**src/rtl/rom_port_arbiter.sv**
```systemverilog
// -----------------------------------------------------------------------------
// rom_port_arbiter
//
// Shares one combinational-read program ROM between the instruction-fetch
// requester (IF) and the constant-data load requester (DM). At most one
// access is granted per cycle. The ROM address and the returned read data
// are both registered, which gives a fixed two-edge latency from the grant
// cycle to the valid pulse at one access per cycle of throughput.
//
// DM normally wins a contested cycle. A starvation counter tracks how many
// consecutive cycles IF has been refused. Once it reaches STARVE_MAX, IF
// wins the next contested cycle. STARVE_MAX = 0 gives strict DM priority.
//
// Ports
//   clk, rst_n          system clock (rising edge), async active-low reset
//   if_req / if_addr    IF request; address held stable until if_gnt
//   if_flush            drop the IF access currently between E0 and E1
//   if_gnt              IF accepted this cycle (combinational)
//   if_valid/if_err     one-cycle result pulse; err qualifies valid
//   if_rdata            IF read data (0 for an errored access)
//   dm_req / dm_addr    DM request; address held stable until dm_gnt
//   dm_gnt              DM accepted this cycle (combinational)
//   dm_valid/dm_err     one-cycle result pulse; err qualifies valid
//   dm_rdata            DM read data (0 for an errored access)
//   rom_addr            registered byte address driven to the ROM
//   rom_data            ROM word, combinational from rom_addr
// -----------------------------------------------------------------------------
module rom_port_arbiter #(
  parameter int ROM_AW     = 7,
  parameter int STARVE_MAX = 3
) (
  input  logic        clk,
  input  logic        rst_n,
  input  logic        if_req,
  input  logic [31:0] if_addr,
  input  logic        if_flush,
  output logic        if_gnt,
  output logic        if_valid,
  output logic        if_err,
  output logic [31:0] if_rdata,
  input  logic        dm_req,
  input  logic [31:0] dm_addr,
  output logic        dm_gnt,
  output logic        dm_valid,
  output logic        dm_err,
  output logic [31:0] dm_rdata,
  output logic [31:0] rom_addr,
  input  logic [31:0] rom_data
);

  // Counter width covers 0..STARVE_MAX and is never narrower than one bit.
  localparam int CW = (STARVE_MAX < 1) ? 1 : $clog2(STARVE_MAX + 1);
  localparam logic [CW-1:0] STARVE_LIM = CW'(STARVE_MAX);
  localparam logic [CW-1:0] CNT_ZERO   = CW'(0);
  localparam logic [CW-1:0] CNT_ONE    = CW'(1);
  // With a limit of zero the guard is disabled and DM always wins.
  localparam logic GUARD_EN = (STARVE_MAX > 0) ? 1'b1 : 1'b0;

  typedef enum logic {
    OWN_IF = 1'b0,
    OWN_DM = 1'b1
  } owner_e;

  // In-flight access descriptor, captured at the grant edge.
  typedef struct packed {
    owner_e owner;
    logic   err;
    logic   valid;
  } tag_t;

  localparam tag_t TAG_IDLE = '{owner: OWN_IF, err: 1'b0, valid: 1'b0};

  // An address is bad if it is not word aligned or lies beyond the ROM.
  function automatic logic addr_err(input logic [31:0] addr);
    logic [31:0] high_bits;
    high_bits = addr >> (ROM_AW + 2);
    return (addr[1:0] != 2'b00) || (high_bits != 32'd0);
  endfunction

  logic [CW-1:0] starve_cnt_r;
  logic [CW-1:0] starve_cnt_nxt_s;
  logic          if_wins_s;
  logic          if_gnt_s;
  logic          dm_gnt_s;
  logic          gnt_any_s;
  logic [31:0]   gnt_addr_s;
  owner_e        gnt_owner_s;
  tag_t          tag_r;
  logic [31:0]   rom_addr_r;

  logic          deliver_if_s;
  logic          deliver_dm_s;
  logic [31:0]   rdata_s;

  logic          if_valid_r;
  logic          if_err_r;
  logic [31:0]   if_rdata_r;
  logic          dm_valid_r;
  logic          dm_err_r;
  logic [31:0]   dm_rdata_r;

  // Grant selection: one winner per cycle, DM first unless IF has starved.
  always_comb begin
    if_gnt_s  = 1'b0;
    dm_gnt_s  = 1'b0;
    if_wins_s = GUARD_EN && (starve_cnt_r == STARVE_LIM);
    if (if_req && dm_req) begin
      if (if_wins_s) begin
        if_gnt_s = 1'b1;
      end else begin
        dm_gnt_s = 1'b1;
      end
    end else if (dm_req) begin
      dm_gnt_s = 1'b1;
    end else if (if_req) begin
      if_gnt_s = 1'b1;
    end else begin
      if_gnt_s = 1'b0;
      dm_gnt_s = 1'b0;
    end
  end

  // Granted address and owner feeding the grant edge.
  always_comb begin
    gnt_any_s   = if_gnt_s || dm_gnt_s;
    gnt_addr_s  = if_addr;
    gnt_owner_s = OWN_IF;
    if (dm_gnt_s) begin
      gnt_addr_s  = dm_addr;
      gnt_owner_s = OWN_DM;
    end else begin
      gnt_addr_s  = if_addr;
      gnt_owner_s = OWN_IF;
    end
  end

  // Starvation counter: count refused IF cycles, saturating at the limit;
  // any IF grant or an idle IF request clears it.
  always_comb begin
    starve_cnt_nxt_s = CNT_ZERO;
    if (if_req && !if_gnt_s) begin
      if (starve_cnt_r == STARVE_LIM) begin
        starve_cnt_nxt_s = starve_cnt_r;
      end else begin
        starve_cnt_nxt_s = starve_cnt_r + CNT_ONE;
      end
    end else begin
      starve_cnt_nxt_s = CNT_ZERO;
    end
  end

  // Grant edge: capture ROM address and in-flight tag, update starve count.
  // With no grant the ROM address holds so the ROM input stays quiet.
  always_ff @(posedge clk or negedge rst_n) begin
    if (!rst_n) begin
      rom_addr_r   <= 32'd0;
      tag_r        <= TAG_IDLE;
      starve_cnt_r <= CNT_ZERO;
    end else begin
      starve_cnt_r <= starve_cnt_nxt_s;
      if (gnt_any_s) begin
        rom_addr_r <= gnt_addr_s;
        tag_r      <= '{owner: gnt_owner_s, err: addr_err(gnt_addr_s), valid: 1'b1};
      end else begin
        tag_r      <= TAG_IDLE;
      end
    end
  end

  // Result routing: a flush only kills an IF access that is already in
  // flight; errored accesses still complete but return zero data.
  always_comb begin
    deliver_if_s = 1'b0;
    deliver_dm_s = 1'b0;
    rdata_s      = 32'd0;
    if (tag_r.valid) begin
      case (tag_r.owner)
        OWN_IF:  deliver_if_s = !if_flush;
        OWN_DM:  deliver_dm_s = 1'b1;
        default: begin
          deliver_if_s = 1'b0;
          deliver_dm_s = 1'b0;
        end
      endcase
    end else begin
      deliver_if_s = 1'b0;
      deliver_dm_s = 1'b0;
    end
    if (tag_r.err) begin
      rdata_s = 32'd0;
    end else begin
      rdata_s = rom_data;
    end
  end

  // Data edge: one-cycle valid pulse to the owner; the other port's data holds.
  always_ff @(posedge clk or negedge rst_n) begin
    if (!rst_n) begin
      if_valid_r <= 1'b0;
      if_err_r   <= 1'b0;
      if_rdata_r <= 32'd0;
      dm_valid_r <= 1'b0;
      dm_err_r   <= 1'b0;
      dm_rdata_r <= 32'd0;
    end else begin
      if_valid_r <= deliver_if_s;
      if_err_r   <= deliver_if_s && tag_r.err;
      dm_valid_r <= deliver_dm_s;
      dm_err_r   <= deliver_dm_s && tag_r.err;
      if (deliver_if_s) begin
        if_rdata_r <= rdata_s;
      end else begin
        if_rdata_r <= if_rdata_r;
      end
      if (deliver_dm_s) begin
        dm_rdata_r <= rdata_s;
      end else begin
        dm_rdata_r <= dm_rdata_r;
      end
    end
  end

  assign if_gnt   = if_gnt_s;
  assign dm_gnt   = dm_gnt_s;
  assign rom_addr = rom_addr_r;
  assign if_valid = if_valid_r;
  assign if_err   = if_err_r;
  assign if_rdata = if_rdata_r;
  assign dm_valid = dm_valid_r;
  assign dm_err   = dm_err_r;
  assign dm_rdata = dm_rdata_r;

endmodule

```
**config.mk**
```make
export PLATFORM = sky130hd
export DESIGN_NAME = rom_port_arbiter
export DESIGN_NICKNAME = d
export VERILOG_FILES = /design/src/rtl/rom_port_arbiter.sv
export SDC_FILE = /design/constraint.sdc
export NUM_CORES = 1
export LEC_CHECK = 0
export ABC_AREA = 1
export CORE_UTILIZATION = 46
export CTS_CLUSTER_SIZE = 30
export DETAILED_ROUTE_END_ITERATION = 10
export PLACE_DENSITY = 0.95
export REMOVE_ABC_BUFFERS = 1
export SYNTH_ARGS = -nofsm -noshare
export SYNTH_HDL_FRONTEND = slang
export SYNTH_SLANG_ARGS = --single-unit
```
**constraint.sdc**
```tcl
create_clock -name clk -period 4.5 [get_ports clk]
set_clock_uncertainty 0.2 [all_clocks]
set_input_delay 0.45 -clock clk [delete_from_list [all_inputs] [get_ports clk]]
set_output_delay 0.45 -clock clk [all_outputs]
set_load 0.01 [all_outputs]
```
# --- After elaboration in Yosys (flattened, before gate mapping) ---
# Cells that the tools add are included.
word_totals:
  word_cells: 41
  in_bits: 101
  regBits: 105
  output_inout_bits: 102
op_classes:
  n_reduce_logical: 10
  n_eq_ne: 2
  add_sub_neg: 1
  n_mux: 17
ops:
  columns: ["operator", "count"]
  rows:
  - ["two-way mux 32 bit", 2]
  - ["nonzero test 32 bit", 1]
  - ["two-way mux 1 bit", 12]
  - ["logical AND 1 bit", 4]
  - ["two-way mux 2 bit", 2]
  - ["two-way mux 3 bit", 1]
  - ["adder 2 x 1 -> 2 bit, second input constant", 1]
  - ["== test 2 bit, second input constant", 1]
  - ["logical NOT 1 bit", 2]
  - ["logical OR 1 bit", 2]
  - ["inequality test 2 bit, second input constant", 1]
  - ["nonzero test 2 bit", 1]

# --- Longest topological paths before layout ---
# Gate-level depths: netlist of run 1.
depth:
  depth_word: 7
  depth_mapped: 13
  ltp_nobuf: 12

# --- Worst setup path after synthesis of run 1 ---
# No wires, ideal clock.
synth_path:
  path_type: "register to register"
  from: "register starve_cnt_r[0]"
  to: "register tag_r[1] in the netlist's numbering"
  setup_ps: 131
  setup_slack_ps: 2726
  stages_incl_launch_ff: 13
  required_time_ps: 4169
  t_arrival_ps: 1442
  cell_sequence: "dfrtp_1 -> ha_1 -> inv_1 -> nand2_4 -> nand2_8 -> buf_6 -> nand2_1 -> nand2_1 -> nand3_1 -> nor2_1 -> nand2_1 -> nor2_1 -> nor2_1"
synth_between:
  elab_chain_len: 7
  word_cells_on_any_way: 11
  cone_classes: "1 x eq/ne; 6 x mux; 4 x reduce/logical"
synth_rtl:
  columns: ["element", "line", "source"]
  rows:
  - ["start: declaration", "80", "logic [CW-1:0] starve_cnt_r;"]
  - ["start signal: assignment", "160", "starve_cnt_r <= starve_cnt_nxt_s;"]
  - ["== test 2 bit (*)", "106", "if_wins_s = GUARD_EN && (starve_cnt_r == STARVE_LIM);"]
  - ["two-way mux 1 bit (*)", "108", "if (if_wins_s) begin"]
  - ["two-way mux 1 bit (*)", "107", "if (if_req && dm_req) begin"]
  - ["net dm_gnt", "43", "output logic dm_gnt,"]
  - ["two-way mux 32 bit", "128", "if (dm_gnt_s) begin"]
  - ["nonzero test 32 bit / nonzero test 2 bit (equally long branches)", "77", "return (addr[1:0] != 2'b00) || (high_bits != 32'd0);"]
  - ["logical OR 1 bit", "77", null]
  - ["two-way mux 3 bit (*)", "161", "if (gnt_any_s) begin"]
  - ["end signal: assignment", "163", "tag_r <= '{owner: gnt_owner_s, err: addr_err(gnt_addr_s), valid: 1'b1};"]
  - ["end: declaration", "88", "tag_t tag_r;"]
# The timed path passes the listed nets; every way through them passes the cells marked *.
# A chain may end at the register's enable or synchronous reset.

# --- Final worst setup path of run 1 ---
layout_path:
  from: "input port dm_req"
  to: "output port dm_gnt"
layout_between:
  elab_chain_len: 2
  word_cells_on_any_way: 3
  cone_classes: "2 x mux; 1 x reduce/logical"
layout_rtl:
  columns: ["element", "line", "source"]
  rows:
  - ["start: declaration", "41", "input logic dm_req,"]
  - ["two-way mux 1 bit / logical AND 1 bit (equally long branches)", "113, 107", null]
  - ["two-way mux 1 bit (*)", "107", null]
  - ["end: declaration", "43", null]
# Every way passes the cells marked *; elsewhere a longest branch is shown, timed or not.

==> qor.txt, run 1 <==
share of layout cells above drive strength 1 -> 0.0450
worst path arrival time -> 2.45 ns
WL met3 -> 1190 µm
Die Y -> 104 µm
dominant cells by area after synthesis -> dfrtp_1 (55%), nand2_1 (22%), inv_1 (4.8%)
DIE AREA -> 10700 µm²
Synth warnings -> 0
CTS root buf -> clkbuf_8
Final Max Slew Viols -> 0
Synth Area in Compound Gates -> 0.0534
setup violators final -> 0
WL per Instance -> 13.4 µm
XOR/XNOR share of the synthesized area -> 0
reg-to-reg slack, setup -> 2.31 ns
HPWL after DPL -> 8990 µm
Max Cap Violations -> 0
worst reg-to-reg path cell count -> 6
post-cts hold buffer count -> 0
Clock Path Buffers -> 2
Starting DRT DRC Count -> 243
Required @ worst endpoint -> 3.85 ns
leading area contributor after synthesis -> dfrtp_1
Max transition margin -> 0.281
remaining antenna violation count after routing -> 0
later-pin clock latency in the skew report -> 0.35 ns
routed wl met2 -> 6000 µm
Leak -> 3.53 nW
Clock power frac -> 0.253
GRT Util Overall -> 0.240
Peak VDD IR -> 0.168 mV
routability cong. -> 0.811
most frequent cells in the layout -> nand2_1 (277), clkdlybuf4s50_1 (201), dfrtp_1 (105)
CP Max Fanout -> 33
first-pass detailed-route iteration total -> 5
Period minus WS final -> 3.10 ns
die width -> 104 µm
first-pass GRT wire length -> 20900 µm
Synth Cell Area -> 4750 µm²
final net count -> 898
internal power -> 1.51 mW
register area share after synthesis -> 0.553
Core Area -> 9910 µm²
DRC -> 0
pin count of the biggest net entering global routing -> 77
antenna cell count -> 0
Switch Pwr -> 0.615 mW
most common cell after layout, fill and taps aside -> nand2_1
DR vias/cell -> 4.89
simple-gate share of the synthesized area -> 0.307
Max Clock Freq -> 323 MHz
Yosys top cell area share -> 0.553
vias in the first global route -> 4472
status -> complete, no violations
Crit Reg-Reg Endpoint -> if_rdata[14]
initial antenna violation count -> 0
period utilization -> 0.689
num ports -> 203
Initial Utilization -> 0.480
total gr overflow -> 0
# fillers -> 744
Worst-path clk slew -> 0.11 ns
CTS H-tree lvls -> 3
top routing layer in use -> met4
area share of fa/ha/maj cells after synthesis -> 0.00263
Yosys cell types -> 26
setup TNS -> 0 ns
std cell rows -> 36
# clock sinks -> 105
post-cts sizing count -> 0
post-synthesis register bit count -> 105
final hold violation count -> 0
DRT met1 WL -> 5070 µm
DR vias -> 4563
unrepaired setup endpoints after global routing -> no
mux cell area share after synthesis -> 0
r2r startpoint -> tag_r[2]
Power Density -> 304 nW/µm²
Flop pwr share -> 0.507
sw frac -> 0.290
clock buffer count from CTS -> 9
average size of a mapped cell -> 7.84 µm²
Final Power -> 2.12 mW
largest family of logic cells by synthesized area -> simple AND/OR/NAND/NOR gates
I/O Buffers -> 202
Setup crit start kind -> input port
gate count of the mapped netlist -> 606
Layout area overhead -> 47.0%
Post-CTS Setup Bufs -> 0
critical path endpoint category -> output pin
slew at the pin with the worst max-slew slack -> 1.08 ns
critical setup path kind -> in2out
CTS tree -> built
HP Class -> in2async
Routed WL -> 12500 µm
Logic pwr share -> 0.241
==> stage by stage <==
stage          instances  hold slack (ns)  setup slack [ns]  utilization  instance area (µm²)
2_1_floorplan        578          -0.0456              2.17            -                 4590
3_3_place_gp         918            0.234              1.46        0.687                 6810
3_5_place_dp         918            0.229              1.41        0.687                 6810
4_1_cts              933           0.0448              1.40        0.705                 6980
5_1_grt              933           0.0970              1.28        0.705                 6980
6_report             933           0.0170              1.40        0.705                 6980
==> critical path, stage by stage <==
cell	delay [ns]
clkdlybuf4s50_1	0.90
nand2_4	0.25
nand2_8	0.25
clkdlybuf4s50_1	0.58
==> routing by layer <==
metal | track usage | vias to the layer above
met2 | 0.412 | 265
met3 | 0.0497 | 20
met4 | 0.0714 | 0
li1 | - | 2207
met5 | 0 | -
met1 | 0.306 | 2071
==> layout make-up <==
cell class	count	area [µm²]	area share
Inverter	62	233	0.0333
Clock inverter	6	51.3	0.00735
Clock buffer	9	124	0.0177
Multi-Input combinational cell	411	1730	0.247
Sequential cell	105	2630	0.376
Timing Repair Buffer	207	2060	0.295
Tap cell	133	166	0.0238
==> worst max path at each step <==
stage            from  cells after the start  slack [ns]            to
2_1_floorplan  dm_req                      4        2.17  rom_addr[15]
3_3_place_gp   dm_req                      4        1.46        dm_gnt
3_5_place_dp   dm_req                      4        1.41        dm_gnt
4_1_cts        dm_req                      4        1.40        dm_gnt
5_1_grt        dm_req                      4        1.28        dm_gnt
6_report       dm_req                      4        1.40        dm_gnt
==> registers in the layout, indices dropped and copies added, names as in the netlist <==
signal / count
rom_addr: 32
if_rdata: 32
if_err: 1
dm_err: 1
dm_rdata: 32
if_valid: 1
tag_r: 3
dm_valid: 1
starve_cnt_r: 2
==> power by group through the flow <==
stage	combinational, mW	sequential [mW]	clock, mW
2_1_floorplan	0.140	1.13	0
3_5_place_dp	0.513	1.09	0
5_1_grt	0.556	1.09	0.582
6_report	0.510	1.08	0.536
3_3_place_gp	0.505	1.09	0
4_1_cts	0.515	1.08	0.549
==> cells in the mapped netlist, drive strengths merged <==
library cell / number
nand3b: 5
clkbuf: 14
clkinv: 1
nand3: 11
nand2: 285
dfrtp: 105
a21oi: 8
ha: 1
a31oi: 8
buf: 14
nor3: 1
inv: 61
o21ai: 29
nor2: 62
nor3b: 1
==> logic make-up (layout without fill, tap and decap cells) <==
family	Yosys count	count (layout)
flops	105	105
buf+inv	90	284
simple gates	365	365
compound gates	45	45
fa+ha+maj	1	1
(Power assumes the default switching activity.)
==> run 2: changes to the inputs <==
--- a/config.mk
+++ b/config.mk
@@ -6,10 +6,10 @@
 export NUM_CORES = 1
 export LEC_CHECK = 0
 export ABC_AREA = 1
-export CORE_UTILIZATION = 46
+export CORE_UTILIZATION = 43
 export CTS_CLUSTER_SIZE = 30
 export DETAILED_ROUTE_END_ITERATION = 10
-export PLACE_DENSITY = 0.95
+export PLACE_DENSITY = 0.92
 export REMOVE_ABC_BUFFERS = 1
 export SYNTH_ARGS = -nofsm -noshare
 export SYNTH_HDL_FRONTEND = slang
==> constraint.sdc (replaced) <==
create_clock -name clk -period 3.21 [get_ports clk]
set_clock_uncertainty 0.2 [all_clocks]
set_input_delay 0.321 -clock clk [delete_from_list [all_inputs] [get_ports clk]]
set_output_delay 0.321 -clock clk [all_outputs]
set_load 0.01 [all_outputs]
==> run 2 against run 1 <==
Compared with the run above: global-route usage down 1.2 points; clock-buffer cell count unchanged; combinational power up 42%; design area up 0.82%; wire length up 2.3%; register-to-register slack worse by 1.2 ns; non-clock buffer count up 3; first-iteration DRC count down 22%; sequential share of layout area down 0.31 points; worst hold slack better by 0.24 ns; largest cell class unchanged; largest power group unchanged.
==> qor.txt, run 2 (same netlist as run 1, synthesis figures left out) <==
CTS tree -> built
Die Y -> 107 µm (+3.4%)
Power Density -> 428 nW/µm² (+41%)
antenna cell count -> 0 (unchanged)
first-pass GRT wire length -> 20600 µm (-1.6%)
period utilization -> 0.849
DR vias -> 4570 (+0.15%)
Peak VDD IR -> 0.261 mV (+55%)
most common cell after layout, fill and taps aside -> nand2_1
final net count -> 901 (+0.33%)
Max transition margin -> 0.293 (+0.0113)
CP Max Fanout -> 10 (-70%)
vias in the first global route -> 4288 (-4.1%)
HPWL after DPL -> 9170 µm (+2.0%)
worst path arrival time -> 2.21 ns (-0.24 ns)
routability cong. -> 0.817 (+0.76%)
total gr overflow -> 0 (unchanged)
post-cts hold buffer count -> 1 (+1)
Post-CTS Setup Bufs -> 0 (unchanged)
WL per Instance -> 13.5 µm (+1.1%)
slew at the pin with the worst max-slew slack -> 1.06 ns (-0.0169 ns)
Initial Utilization -> 0.440 (-0.0392)
Starting DRT DRC Count -> 190 (-22%)
num ports -> 203 (unchanged)
Routed WL -> 12700 µm (+2.3%)
Max Clock Freq -> 367 MHz
clock buffer count from CTS -> 9 (unchanged)
# fillers -> 863 (+16%)
HP Class -> reg2reg
Non-Filler Instances -> 944 (+1.2%)
# clock sinks -> 105 (unchanged)
worst reg-to-reg path cell count -> 12 (+6)
Clock Path Buffers -> 2 (unchanged)
status -> complete, no violations
Crit. Startpoint -> dm_req
remaining antenna violation count after routing -> 0 (unchanged)
post-cts sizing count -> 0 (unchanged)
setup TNS -> 0 ns (unchanged)
DIE AREA -> 11500 µm² (+6.8%)
Worst Hold Launch -> starve_cnt_r[0]
Inst Count DP -> 927 (+0.98%)
pin count of the biggest net entering global routing -> 54 (-30%)
most frequent cells in the layout -> nand2_1 (277), clkdlybuf4s50_1 (201), dfrtp_1 (105)
Layout area overhead -> 48.2%
hold depth -> 1
unrepaired setup endpoints after global routing -> no
Core Area -> 10800 µm² (+8.9%)
r2r startpoint -> starve_cnt_r[0]
I/O Buffers -> 202 (unchanged)
Max Cap Violations -> 0 (unchanged)
Setup crit start kind -> input port
setup violators final -> 0 (unchanged)
DRC -> 0 (unchanged)
initial antenna violation count -> 0 (unchanged)
CTS root buf -> clkbuf_8
GRT Util Overall -> 0.228 (-0.0118)
Final Max Slew Viols -> 0 (unchanged)
critical setup path kind -> in2out
std cell rows -> 38 (+5.6%)
final hold violation count -> 0 (unchanged)
later-pin clock latency in the skew report -> 0.35 ns (about the same)
critical path endpoint category -> output pin
first-pass detailed-route iteration total -> 5 (unchanged)
Required @ worst endpoint -> 2.69 ns (-1.16 ns)
Crit Reg-Reg Endpoint -> tag_r[1]
Period minus WS final -> 2.73 ns
share of layout cells above drive strength 1 -> 0.0485 (+0.00351)
die width -> 107 µm (+3.4%)
Leak -> 3.56 nW (+1.0%)
CTS H-tree lvls -> 3 (unchanged)
Hold Path End -> starve_cnt_r[0]
Worst-path clk slew -> 0.11 ns (about the same)
reg-to-reg slack, setup -> 1.12 ns (-1.19 ns)
DR vias/cell -> 4.84 (-1.0%)
==> run 2: area by class of cell <==
cell class	count	area (µm²)	share of cell area
clock buffers	9	124	0.0176
clock inverters	7	62.6	0.00888
inverters	62	233	0.0330
multi-input cells	411	1730	0.245
flip-flops and latches	105	2630	0.373
well taps	140	175	0.0249
repair buffers	210	2090	0.297
==> run 2: where the power goes <==
| group | switching [mW] | internal (mW) |
|---|---|---|
| Sequential | 0.0673 | 1.44 |
| Clock | 0.485 | 0.299 |
| Combinational | 0.336 | 0.387 |
==> run 2: through the flow <==
stage	cell area (µm²)	hold slack, ns	total power, mW	worst slack (ns)	util
final	7040	0.254	3.01	0.484	0.652
after global routing	7040	0.289	3.18	0.382	0.652
after CTS	7040	0.254	3.04	0.501	0.652
after detailed placement	6850	0.207	2.26	0.508	0.634
after global placement	6850	0.197	2.24	0.611	0.634
after floorplan	4590	-0.175	1.78	1.01	-
==> run 2: worst max-delay path by stage <==
stage	endpoint	slack, ns
2_1_floorplan	rom_addr[15]	1.01
3_3_place_gp	if_gnt	0.61
3_5_place_dp	if_gnt	0.51
4_1_cts	if_gnt	0.50
5_1_grt	if_gnt	0.38
6_report	if_gnt	0.48
==> run 2: routing by layer <==
layer  part of all wire  up-vias  track usage
li1                   -     2204            -
met1               0.41     2114        0.277
met2               0.49      235        0.400
met3              0.089       17       0.0571
met4              0.016        0       0.0675
met5                  0        -            0
==> run 2: worst max-delay path: stages <==
cell	delay, ns
clkdlybuf4s50_1	0.66
buf_4	0.29
a21oi_2	0.32
clkdlybuf4s50_1	0.61
==> run 3: changes to the inputs <==
==> constraint.sdc (replaced) <==
create_clock -name clk -period 2.85 [get_ports clk]
set_clock_uncertainty 0.2 [all_clocks]
set_input_delay 0.285 -clock clk [delete_from_list [all_inputs] [get_ports clk]]
set_output_delay 0.285 -clock clk [all_outputs]
set_load 0.01 [all_outputs]
==> run 3 against run 2 <==
Compared with the run above: global-route usage decreased by 0.056 points; clock-buffer cell count unchanged; worst hold slack got worse by 0.038 ns; largest cell class unchanged; wire length decreased by 0.88%; sequential cell count unchanged; critical endpoint is now dm_gnt; largest power group unchanged; critical path depth unchanged; highest routed layer unchanged; via count decreased by 1.7%; worst setup slack got worse by 0.24 ns.
==> qor.txt, run 3 (same netlist as run 1, synthesis figures left out) <==
vias in the first global route -> 4380 (+2.1%)
DIE AREA -> 11500 µm² (unchanged)
DR vias -> 4492 (-1.7%)
most frequent cells in the layout -> nand2_1 (277), clkdlybuf4s50_1 (201), dfrtp_1 (105)
routability cong. -> 0.832 (+1.8%)
final hold violation count -> 0 (unchanged)
first-pass GRT wire length -> 20600 µm (+0.24%)
Initial Utilization -> 0.440 (unchanged)
Worst-path clk slew -> 0.11 ns (about the same)
Routed WL -> 12600 µm (-0.88%)
slew at the pin with the worst max-slew slack -> 1.09 ns (+0.0348 ns)
total gr overflow -> 0 (unchanged)
post-cts sizing count -> 0 (unchanged)
antenna cell count -> 0 (unchanged)
CP Max Fanout -> 33 (+23)
Leak -> 3.57 nW (+0.12%)
Core Area -> 10800 µm² (unchanged)
initial antenna violation count -> 0 (unchanged)
reg-to-reg slack, setup -> 0.74 ns (-0.38 ns)
HPWL after DPL -> 9260 µm (+0.91%)
CTS H-tree lvls -> 3 (unchanged)
Crit Reg-Reg Endpoint -> tag_r[1]
status -> complete, no violations
Max Cap Violations -> 0 (unchanged)
pin count of the biggest net entering global routing -> 50 (-7.4%)
GRT Util Overall -> 0.228 (-0.000558)
Power Density -> 486 nW/µm² (+13%)
critical path endpoint category -> output pin
Max Clock Freq -> 383 MHz
HP Class -> in2async
CTS tree -> built
Die Y -> 107 µm (unchanged)
Period minus WS final -> 2.61 ns
clock buffer count from CTS -> 9 (unchanged)
# fillers -> 874 (+1.3%)
Required @ worst endpoint -> 2.37 ns (-0.32 ns)
later-pin clock latency in the skew report -> 0.35 ns (about the same)
final net count -> 903 (+0.22%)
Final Max Slew Viols -> 0 (unchanged)
die width -> 107 µm (unchanged)
most common cell after layout, fill and taps aside -> nand2_1
std cell rows -> 38 (unchanged)
# clock sinks -> 105 (unchanged)
first-pass detailed-route iteration total -> 7 (+2)
Max transition margin -> 0.269 (-0.0232)
worst reg-to-reg path cell count -> 11 (-1)
I/O Buffers -> 202 (unchanged)
DRC -> 0 (unchanged)
setup violators final -> 0 (unchanged)
Starting DRT DRC Count -> 208 (+9.5%)
DR vias/cell -> 4.75 (-1.8%)
CTS root buf -> clkbuf_8
Setup crit start kind -> input port
Post-Place Setup Slack -> 0.263 ns (-0.244 ns)
num ports -> 203 (unchanged)
critical setup path kind -> in2out
setup TNS -> 0 ns (unchanged)
remaining antenna violation count after routing -> 0 (unchanged)
Peak VDD IR -> 0.236 mV (-9.3%)
WL per Instance -> 13.4 µm (-0.98%)
period utilization -> 0.915
Crit. Startpoint -> dm_req
final worst slack -> 0.241 ns (-0.243 ns)
r2r startpoint -> starve_cnt_r[0]
Layout area overhead -> 48.6%
unrepaired setup endpoints after global routing -> no
worst path arrival time -> 2.12 ns (-0.09 ns)
Clock Path Buffers -> 2 (unchanged)
share of layout cells above drive strength 1 -> 0.0497 (+0.00118)
==> run 3: cell types whose count changed in the layout (fill, tap and decap cells not counted), sizes merged <==
cell and delta:
buf +2, clkinv -3, clkinvlp +2, inv -1, bufinv +1
==> run 3: power by group <==
| group | internal [mW] | total, mW | switching [mW] |
|---|---|---|---|
| logic | 0.437 | 0.813 | 0.376 |
| registers | 1.62 | 1.70 | 0.0795 |
| clock network | 0.407 | 0.917 | 0.510 |
==> run 3: final cells by class <==
type,count,area [µm²],area share
clock buffers,9,124,0.0175
clock inverters,6,67.6,0.00957
inverters,62,233,0.0330
multi-input cells,411,1730,0.244
flip-flops and latches,105,2630,0.372
well taps,140,175,0.0248
repair buffers,212,2110,0.299
==> run 3: worst max-delay path by stage <==
stage	endpoint	cells after the start
6_report	dm_gnt	4
3_5_place_dp	dm_gnt	4
3_3_place_gp	dm_gnt	4
2_1_floorplan	rom_addr[15]	4
5_1_grt	dm_gnt	5
4_1_cts	dm_gnt	5
==> run 3: metrics by stage <==
step	util	power, mW	cell area (µm²)	hold slack [ns]	instances
4_1_cts	0.654	3.46	7060	0.226	945
2_1_floorplan	-	2.01	4590	-0.211	578
6_report	0.654	3.43	7060	0.216	945
3_3_place_gp	0.636	2.53	6860	0.0720	929
5_1_grt	0.654	3.61	7060	0.267	945
3_5_place_dp	0.636	2.55	6860	0.0807	929
==> run 3: metal layers <==
layer | up-vias | track usage | part of all wire | wire, µm
met3 | 23 | 0.0505 | 0.078 | 981
met1 | 2046 | 0.279 | 0.42 | 5300
met4 | 0 | 0.0920 | 0.026 | 323
met2 | 216 | 0.388 | 0.48 | 6030
met5 | - | 0 | 0 | 0
li1 | 2207 | - | - | -
==> run 3: critical path, cell delays in order <==
cell	delay [ns]
clkdlybuf4s50_1	0.77
nand2_4	0.23
nand2_8	0.24
clkdlybuf4s50_1	0.58
==> run 3: repair_timing <==
item / in CTS / in global routing
setup buffers: 0 / 0
hold endpoints to repair: 35 / 0
setup endpoints to repair: 0 / 0
hold buffers: 1 / 0
